[config.mk]
export PLATFORM = sky130hd
export DESIGN_NAME = demux_buf_flat
export DESIGN_NICKNAME = d
export VERILOG_FILES = /design/src/rtl/demux_buf_pkg.sv /design/src/rtl/demux_buf_if.sv /design/src/rtl/demux_lane.sv /design/src/rtl/demux_buf.sv /design/src/flat_wrapper.sv
export SDC_FILE = /design/constraint.sdc
export NUM_CORES = 1
export LEC_CHECK = 0
export BUFFER_PORTS_ARGS = -buffer_cell sky130_fd_sc_hd__buf_4
export CAP_MARGIN = 20
export CORE_MARGIN = 10
export CORE_UTILIZATION = 60
export DETAILED_ROUTE_END_ITERATION = 8
export GPL_TIMING_DRIVEN = 0
export PLACE_DENSITY = 0.82
export SETUP_SLACK_MARGIN = 0.2
export SLEW_MARGIN = 15
export SYNTH_ARGS = -nofsm -noshare
export SYNTH_HDL_FRONTEND = slang
export SYNTH_SLANG_ARGS = --single-unit
[constraint.sdc]
create_clock -name clk -period 5.4 [get_ports clk]
set_clock_uncertainty 0.05 [all_clocks]
set_input_delay 0.54 -clock clk [delete_from_list [all_inputs] [get_ports clk]]
set_output_delay 0.54 -clock clk [all_outputs]
set_load 0.005 [all_outputs]
[src/rtl/demux_buf_pkg.sv]
// Shared types and constants for the buffered 1-to-2 demultiplexer.
package demux_pkg;

  typedef enum logic [1:0] {
    LANE_EMPTY,
    LANE_ONE,
    LANE_TWO
  } lane_state_e;

  localparam int DEMUX_MAX_DEFAULT = 31;
  localparam int DEMUX_CNT_W       = 16;

endpackage

[src/rtl/demux_buf_if.sv]
// Producer stream plus two consumer lanes of the demultiplexer, bundled as one interface.
interface demux_buf_if #(
  parameter int max = 31
);

  logic [max:0] in_data;
  logic         in_select;
  logic         in_valid;
  logic         in_ready;
  logic [max:0] out1_data;
  logic         out1_valid;
  logic         out1_ready;
  logic [max:0] out2_data;
  logic         out2_valid;
  logic         out2_ready;

  // Demultiplexer side: accepts the producer stream, drives both lanes.
  modport slave (
    input  in_data, in_select, in_valid, out1_ready, out2_ready,
    output in_ready, out1_data, out1_valid, out2_data, out2_valid
  );

  // Producer/consumer side.
  modport master (
    output in_data, in_select, in_valid, out1_ready, out2_ready,
    input  in_ready, out1_data, out1_valid, out2_data, out2_valid
  );

endinterface

[src/rtl/demux_lane.sv]
// One output lane: main register plus skid slot with an EMPTY/ONE/TWO state machine.
// With DEMUX_STATS_EN defined, a wrapping pop counter is added.
module demux_lane
  import demux_pkg::*;
#(
  parameter int max = DEMUX_MAX_DEFAULT
) (
  input  logic                   clk,
  input  logic                   rst_n,
  input  logic                   push,
  input  logic [max:0]           word,
  input  logic                   take,
  output logic                   valid,
  output logic [max:0]           data,
  output logic                   full
`ifdef DEMUX_STATS_EN
  ,
  output logic [DEMUX_CNT_W-1:0] count
`endif
);

  lane_state_e  state_q, state_d;
  logic [max:0] main_q, skid_q;
  logic         load_main, load_skid, shift;
  logic         pop;

  assign valid = (state_q != LANE_EMPTY);
  assign full  = (state_q == LANE_TWO);
  assign data  = main_q;
  assign pop   = valid && take;

  always_ff @(posedge clk or negedge rst_n) begin
    if (!rst_n) state_q <= LANE_EMPTY;
    else        state_q <= state_d;
  end

  // A push never arrives in TWO because the top holds in_ready low then.
  always_comb begin
    state_d   = state_q;
    load_main = 1'b0;
    load_skid = 1'b0;
    shift     = 1'b0;
    case (state_q)
      LANE_EMPTY: begin
        if (push) begin
          state_d   = LANE_ONE;
          load_main = 1'b1;
        end
      end
      LANE_ONE: begin
        if (push && pop) begin
          load_main = 1'b1;
        end else if (push) begin
          state_d   = LANE_TWO;
          load_skid = 1'b1;
        end else if (pop) begin
          state_d   = LANE_EMPTY;
        end
      end
      LANE_TWO: begin
        if (pop) begin
          state_d = LANE_ONE;
          shift   = 1'b1;
        end
      end
      default: state_d = LANE_EMPTY;
    endcase
  end

  always_ff @(posedge clk or negedge rst_n) begin
    if (!rst_n) begin
      main_q <= '0;
      skid_q <= '0;
    end else begin
      if (load_main)  main_q <= word;
      else if (shift) main_q <= skid_q;
      if (load_skid)  skid_q <= word;
    end
  end

`ifdef DEMUX_STATS_EN
  always_ff @(posedge clk or negedge rst_n) begin
    if (!rst_n)   count <= '0;
    else if (pop) count <= count + DEMUX_CNT_W'(1);
  end
`endif

endmodule

[src/rtl/demux_buf.sv]
// Buffered 1-to-2 demultiplexer: steers each producer word to lane 1 or 2 by select.
// Optional per-lane pop counters when DEMUX_STATS_EN is defined.
module demux_buf
  import demux_pkg::*;
#(
  parameter int max = DEMUX_MAX_DEFAULT
) (
  input  logic                   clk,
  input  logic                   rst_n,
  demux_buf_if.slave             bus
`ifdef DEMUX_STATS_EN
  ,
  output logic [DEMUX_CNT_W-1:0] count1,
  output logic [DEMUX_CNT_W-1:0] count2
`endif
);

  logic full1, full2;
  logic ready;
  logic push1, push2;

  // Ready comes only from registered lane state; a full lane stalls both lanes.
  assign ready        = !(full1 || full2);
  assign bus.in_ready = ready;
  assign push1        = bus.in_valid && ready && !bus.in_select;
  assign push2        = bus.in_valid && ready &&  bus.in_select;

  demux_lane #(.max(max)) u_lane1 (
    .clk   (clk),
    .rst_n (rst_n),
    .push  (push1),
    .word  (bus.in_data),
    .take  (bus.out1_ready),
    .valid (bus.out1_valid),
    .data  (bus.out1_data),
    .full  (full1)
`ifdef DEMUX_STATS_EN
    ,
    .count (count1)
`endif
  );

  demux_lane #(.max(max)) u_lane2 (
    .clk   (clk),
    .rst_n (rst_n),
    .push  (push2),
    .word  (bus.in_data),
    .take  (bus.out2_ready),
    .valid (bus.out2_valid),
    .data  (bus.out2_data),
    .full  (full2)
`ifdef DEMUX_STATS_EN
    ,
    .count (count2)
`endif
  );

endmodule

[src/flat_wrapper.sv]
// flat-port wrapper written by rule: the top's interface ports become plain ports
module demux_buf_flat import demux_pkg::*;
#(
  parameter int max = DEMUX_MAX_DEFAULT
)
  (clk, rst_n, bus_in_data, bus_in_select, bus_in_valid, bus_out1_ready, bus_out2_ready, bus_in_ready, bus_out1_data, bus_out1_valid, bus_out2_data, bus_out2_valid);
  demux_buf_if #(.max(max)) bus_i ();
  input  logic clk;
  input  logic rst_n;
  input wire logic [$bits(bus_i.in_data)-1:0] bus_in_data;
  input wire logic [$bits(bus_i.in_select)-1:0] bus_in_select;
  input wire logic [$bits(bus_i.in_valid)-1:0] bus_in_valid;
  input wire logic [$bits(bus_i.out1_ready)-1:0] bus_out1_ready;
  input wire logic [$bits(bus_i.out2_ready)-1:0] bus_out2_ready;
  output wire logic [$bits(bus_i.in_ready)-1:0] bus_in_ready;
  output wire logic [$bits(bus_i.out1_data)-1:0] bus_out1_data;
  output wire logic [$bits(bus_i.out1_valid)-1:0] bus_out1_valid;
  output wire logic [$bits(bus_i.out2_data)-1:0] bus_out2_data;
  output wire logic [$bits(bus_i.out2_valid)-1:0] bus_out2_valid;
  assign bus_i.in_data = bus_in_data;
  assign bus_i.in_select = bus_in_select;
  assign bus_i.in_valid = bus_in_valid;
  assign bus_i.out1_ready = bus_out1_ready;
  assign bus_i.out2_ready = bus_out2_ready;
  assign bus_in_ready = bus_i.in_ready;
  assign bus_out1_data = bus_i.out1_data;
  assign bus_out1_valid = bus_i.out1_valid;
  assign bus_out2_data = bus_i.out2_data;
  assign bus_out2_valid = bus_i.out2_valid;
  demux_buf #(.max(max)) u_core (.clk(clk), .rst_n(rst_n), .bus(bus_i));
endmodule
==> impl_metrics.ini, run 1 <==
[outcome]
status = finished, final reports clean

[cts]
clk_path_buf_depth = 2
root_buffer = clkbuf_8
numCtsBuffers = 17
clk_latency_ns = 0.52
h-tree-depth = 4
tritoncts = yes
cts_setup_buffers = 0
clk_pin_slew_ns = 0.06
numClockSinks = 132

[die]
die-area_um2 = 14200
placementRows = 36
start_util_pct = 61.0
die_h_um = 119
io-pin-count = 105
die_x_um = 119
fp.coreArea_um2 = 9640

[sta]
fin_crit_ns = 2.11
finalSetupViolCount = 0
final-hold-violation-count = 0
period_share_pct = 39.0
final-max-slew-violation-count = 0
worst_pin_slew_ns = 0.604
maxSlewHeadroom_pct = 59.4
rsz0062_at_grt = no
finalSetupTns_ns = 0
fmax_ghz = 0.475

[final_layout]
diodes = 0
final_area_um2 = 7450
fillers = 636
final_net_count = 606
syn_to_final_growth_pct = 26.6
multi_input_area_um2 = 2350
final_util_pct = 77.3
drive_above_1_share_pct = 40.8
final-seq-area_um2 = 3300

[grt]
grt_pass1_vias = 4339
grt_pass1_wl_mm = 23.4
grt_usage_pct = 20.5
grt_max_degree = 74
antenna_found_initial = 0
grt_overflow = 0

[synthesis]
syn_nets = 481
yosys_register_bits = 132
syn_area_um2 = 5880
ys_types = 22
synth_area_per_cell_um2 = 13.3
synth_cells = 443
yosysWarnings = 0
ys_seq_area_share_pct = 56.2

[pwr]
comb_power_share_pct = 24.4
peakVddDrop_mv = 0.319
p_per_area_nw_per_um2 = 480
power.switching_mw = 0.959
clockPowerShare_pct = 31.5
power_leakage_nw = 3.86
p_sw_share_pct = 26.8
power.share.sequential_pct = 44.1
internal_power_mw = 2.62

[placement]
hpwl_mm = 9.39
dpl_cell_area_um2 = 6860
port_buffers = 104
globalplace.congestion = 0.770

[routing]
drtAntennaViolNets = 0
met3RoutedLength_um = 734
drc = 0
wl_mm = 14.1
drt-initial-drc-count = 190
vias = 3874
vias_per_cell = 5.44
top_layer = met4
drtPass1Iterations = 5
wl_per_cell_um = 19.7
wl_met2_mm = 7.26
drt-met1-wl_mm = 5.94

[worst_hold_path]
min_to = u_core.u_lane2.state_q[1]
hold_path.class = in -> reg
holdCritStartpoint = bus_out2_ready
holdPathStages = 2

[critical_path]
cp-start-kind = register
rr_endpoint = u_core.u_lane2.data[25]
startpoint = u_core.u_lane2.state_q[1]
r2r_setup_slack_ns = 3.37
path_class = reg -> out
r2r-start = u_core.u_lane1.state_q[1]
critPathCaptureType = output pin
worstRegToRegCells = 5
cp_max_fo = 6
critPathArrivalTime_ns = 1.52
required_ns = 4.81

[run]
maxCapViolCount = 0
[through the flow]
step                cells  power, mW  setup WS (ns)  hold slack (ns)
floorplan             443       2.04           3.61            0.194
global placement      680       2.39           3.33            0.439
detailed placement    681       2.45           3.36            0.444
CTS                   712       3.60           3.27            0.133
global route          712       3.75           3.19            0.151
finish                712       3.57           3.29            0.149
[per-layer routing]
layer	up-vias	global-route usage (%)
met1	1978	25.1
met3	17	6.14
li1	1785	-
met2	94	34.6
met5	-	0
met4	0	5.42
[cell usage after synthesis (all sizes together)]
cell type | number | share of area [%]
mux2 | 64 | 16
or2 | 2 | 0.21
clkbuf | 4 | 0.34
dfrtp | 132 | 56
mux2i | 64 | 11
and2 | 2 | 0.30
o21ai | 66 | 5.6
nor2 | 5 | 0.32
nand2b | 1 | 0.11
a21oi | 2 | 0.17
xnor2 | 2 | 0.30
nand2 | 67 | 4.4
and2b | 2 | 0.26
buf | 24 | 3.6
nor4 | 2 | 0.72
nor2b | 2 | 0.21
nor3 | 2 | 0.34
[critical path, cell delays in order, from the launching register on]
cell and delay [ns]:
dfrtp_1 0.43, and2b_1 0.19, buf_4 0.16, nor2_1 0.10
buf_4 0.12
[power by group through the flow]
stage | Clock, mW | Combinational [mW] | Sequential, mW
after floorplan | 0 | 0.512 | 1.52
after global placement | 0 | 0.844 | 1.55
after detailed placement | 0 | 0.876 | 1.57
after CTS | 1.13 | 0.893 | 1.57
after global routing | 1.18 | 0.954 | 1.61
final | 1.12 | 0.873 | 1.58
[how the worst max path moves through the flow]
| stage | end | slack [ns] |
|---|---|---|
| after floorplan | u_core.u_lane1.skid_q[10] | 3.61 |
| after global placement | u_core.u_lane2.data[14] | 3.33 |
| after detailed placement | u_core.u_lane2.skid_q[31] | 3.36 |
| after CTS | bus_in_ready | 3.27 |
| after global routing | u_core.u_lane2.data[25] | 3.19 |
| final | bus_in_ready | 3.29 |
[cell usage in the layout, fill, tap and decap left out]
master           n
nand2_2          2
mux2_2           4
dfrtp_1        132
or2_2            2
nor4_4           2
nand2_1         65
clkbuf_2         4
bufinv_16        3
clkinv_4         4
a21oi_1          2
clkbuf_1         1
buf_8            6
nor2b_1          2
dlygate4sd3_1    1
mux2i_1         64
o21ai_0         66
nor2_1           5
clkbuf_16       16
clkinvlp_4       4
nor3_2           2
mux2_4          60
buf_4          111
and2b_1          2
buf_6            3
clkinv_2         1
and2_4           2
buf_2            8
clkbuf_8         1
nand2b_1         1
xnor2_1          2
buf_16           1
[cell type report]
type | instances | area share [%]
Sequential cell | 132 | 44.3
Tap cell | 133 | 2.23
Clock inverter | 12 | 2.15
Multi-Input combinational cell | 283 | 31.5
Buffer | 28 | 3.12
Timing Repair Buffer | 106 | 11.0
Clock buffer | 18 | 5.61
[flip-flops by register name, indices dropped and copies added (netlist names)]
register and cells:
u_core.u_lane1.data 32, u_core.u_lane1.skid_q 32, u_core.u_lane2.data 32, u_core.u_lane2.skid_q 32, u_core.u_lane1.state_q 2, u_core.u_lane2.state_q 2
[kinds of logic after synthesis]
logic type / count (synthesis) / share of synthesized area, %
DFF: 132 / 56.2
and+or+nand+nor: 85 / 6.83
muxes: 128 / 27.0
AOI/OAI and AO/OA: 68 / 5.79
xor gates and xnor gates: 2 / 0.298
buffers and inverters: 28 / 3.96
[repair_timing]
action	4_1_cts	5_1_grt
hold buffers	1	0
hold endpoints to repair	59	0
gates resized for setup	0	0
No activity file was read; power rests on OpenSTA's default activity.
==> run 2: changes to the inputs <==
--- a/config.mk
+++ b/config.mk
@@ -5,13 +5,14 @@
 export SDC_FILE = /design/constraint.sdc
 export NUM_CORES = 1
 export LEC_CHECK = 0
+export ABC_AREA = 1
 export BUFFER_PORTS_ARGS = -buffer_cell sky130_fd_sc_hd__buf_4
 export CAP_MARGIN = 20
 export CORE_MARGIN = 10
-export CORE_UTILIZATION = 60
+export CORE_UTILIZATION = 51
 export DETAILED_ROUTE_END_ITERATION = 8
 export GPL_TIMING_DRIVEN = 0
-export PLACE_DENSITY = 0.82
+export PLACE_DENSITY = 0.74
 export SETUP_SLACK_MARGIN = 0.2
 export SLEW_MARGIN = 15
 export SYNTH_ARGS = -nofsm -noshare
==> constraint.sdc (replaced) <==
create_clock -name clk -period 1.9 [get_ports clk]
set_clock_uncertainty 0.05 [all_clocks]
set_input_delay 0.19 -clock clk [delete_from_list [all_inputs] [get_ports clk]]
set_output_delay 0.19 -clock clk [all_outputs]
set_load 0.005 [all_outputs]
==> impl_metrics.ini, run 2 <==
[critical_path]
slowest_delay_ns = 0.45
path_class = reg -> reg
cp_max_fo = 10
critPathArrivalTime_ns = 1.91
path_cells = nand2_4 -> nand3_4 -> nor2_4 -> buf_4 -> buf_2 -> nand3_1 -> nand2_1 -> nand2_1
critPathMostFrequentCell = nand2_1
worstRegToRegCells = 8
required_ns = 2.14
critPathCaptureType = register
cp-start-kind = register
critPathSlowestCell = dfrtp_2

[cts]
numCtsBuffers = 17
clk_latency_ns = 0.41
tritoncts = yes
clk_pin_slew_ns = 0.06
numClockSinks = 132
root_buffer = clkbuf_16
h-tree-depth = 4
clk_path_buf_depth = 2

[die]
fp.coreArea_um2 = 11500
io-pin-count = 105
die_h_um = 129
start_util_pct = 52.7
die_x_um = 129
placementRows = 39
die-area_um2 = 16700

[synthesis]
yosysWarnings = 0
yosys_register_bits = 132
synthTopCellsByArea = dfrtp_1, nand2_1, nand3_1
yosysTopAreaCell = dfrtp_1
yosysMostFrequentCell = nand2_1
synth_cells = 762
synth-edff-count = 0
async_reset_ff_share_pct = 100
netlist_top_cells_count = nand2_1, dfrtp_1, nand3_1
synth_area_per_cell_um2 = 7.96
syn_area_um2 = 6070
synth_top_area_share_pct = 54.4
synth_ff_type = dfrtp_1
syn_nets = 800
ys_seq_area_share_pct = 54.4
ys_types = 21

[placement]
globalplace.congestion = 0.821
dp.cells = 1010
port_buffers = 104
hpwl_mm = 12.4

[pwr]
p_per_area_nw_per_um2 = 1280
p_total_mw = 10.1
power_leakage_nw = 4.24
peakVddDrop_mv = 0.621

[final_layout]
fin_cells = 1052
layout_common_cells = nand2_1, nand3_1, dfrtp_1
diodes = 0
syn_to_final_growth_pct = 29.4
final_net_count = 934
drive_above_1_share_pct = 23.1
final_common_cell = nand2_1
fillers = 930

[sta]
fin_crit_ns = 1.67
final-max-slew-violation-count = 0
finalSetupTns_ns = 0
rsz0062_at_grt = no
fmax_ghz = 0.599
period_share_pct = 87.9
finalSetupViolCount = 0
worst_pin_slew_ns = 0.527
maxSlewHeadroom_pct = 64.9
final-hold-violation-count = 0

[grt]
grt_usage_pct = 22.2
grt_overflow = 0
grt_pass1_wl_mm = 29.4
grt_pass1_vias = 5806
antenna_found_initial = 0
grt_max_degree = 88

[run]
maxCapViolCount = 0

[routing]
vias_per_cell = 5.39
wl_mm = 18.2
drtAntennaViolNets = 0
vias = 5673
drc = 0
wl_per_cell_um = 17.3
drt-initial-drc-count = 562
drtPass1Iterations = 5

[worst_hold_path]
hold_path.class = in -> reg
holdPathStages = 3

[outcome]
status = finished, final reports clean
==> run 2: worst paths after layout <==
check | startpoint | endpoint | slack (ns)
hold / removal | bus_in_data[29] | u_core.u_lane1.skid_q[29] | 0.03
min in group asynchronous | rst_n | u_core.u_lane1.data[9] | 0.23
setup / recovery | u_core.u_lane1.state_q[1] | u_core.u_lane2.data[11] | 0.23
setup reg to reg | u_core.u_lane1.state_q[1] | u_core.u_lane2.data[11] | 0.23
hold reg to reg | u_core.u_lane1.skid_q[19] | u_core.u_lane1.skid_q[19] | 0.44
max in group asynchronous | rst_n | u_core.u_lane1.state_q[1] | 0.75
==> run 2: critical path, delay by kind of cell (launching register included) <==
kind,cells,cell delay (ns)
flip-flops,1,0.45
AND/OR/NAND/NOR,6,0.71
buffers and inverters,2,0.34
==> run 2: layout make-up <==
type | count | area [um^2] | share of cell area (%)
flip-flops and latches | 132 | 3300 | 42.1
multi-input cells | 537 | 2350 | 30.0
repair buffers | 115 | 895 | 11.4
clock buffers | 19 | 453 | 5.77
plain buffers | 52 | 357 | 4.54
well taps | 143 | 179 | 2.28
clock inverters | 13 | 156 | 1.99
inverters | 41 | 154 | 1.96
==> run 2: kinds of logic after synthesis <==
group	after synthesis	synth area share (%)
buffers and inverters	93	7.38
and+or+nand+nor	467	32.3
DFF	132	54.4
AOI/OAI and AO/OA	70	5.84
==> run 2: power by group <==
part	leakage, nW	switching [mW]	internal [mW]
logic	2.34	1.22	1.17
registers	1.61	0.553	3.76
clock network	0.287	1.23	2.12
total	4.24	3.00	7.06
==> run 2: timing repair <==
action / in CTS / in global routing
hold endpoints to repair: 47 / 0
hold buffers: 3 / 0
setup buffers: 0 / 7
resized for setup: 11 / 47
setup endpoints to repair: 60 / 132
pin swaps: 0 / 3
==> run 2: stage by stage <==
step	cell area, um^2	hold slack [ns]	utilization [%]	setup WS (ns)
floorplan	6070	-0.156	-	0.459
global placement	7030	0.372	61.0	0.127
detailed placement	7060	0.101	61.3	0.0950
CTS	7720	0.0199	67.0	0.166
global route	7850	0.0521	68.2	0.188
finish	7850	0.0256	68.2	0.230
==> run 2: metal layers <==
layer  up-vias  GRT usage, %  wire length [um]
met5         -             0                 0
met4         0          7.29               235
met3        21          6.24              1520
met2       235          36.5              8710
met1      2716          27.7              7690
li1       2701             -                 -
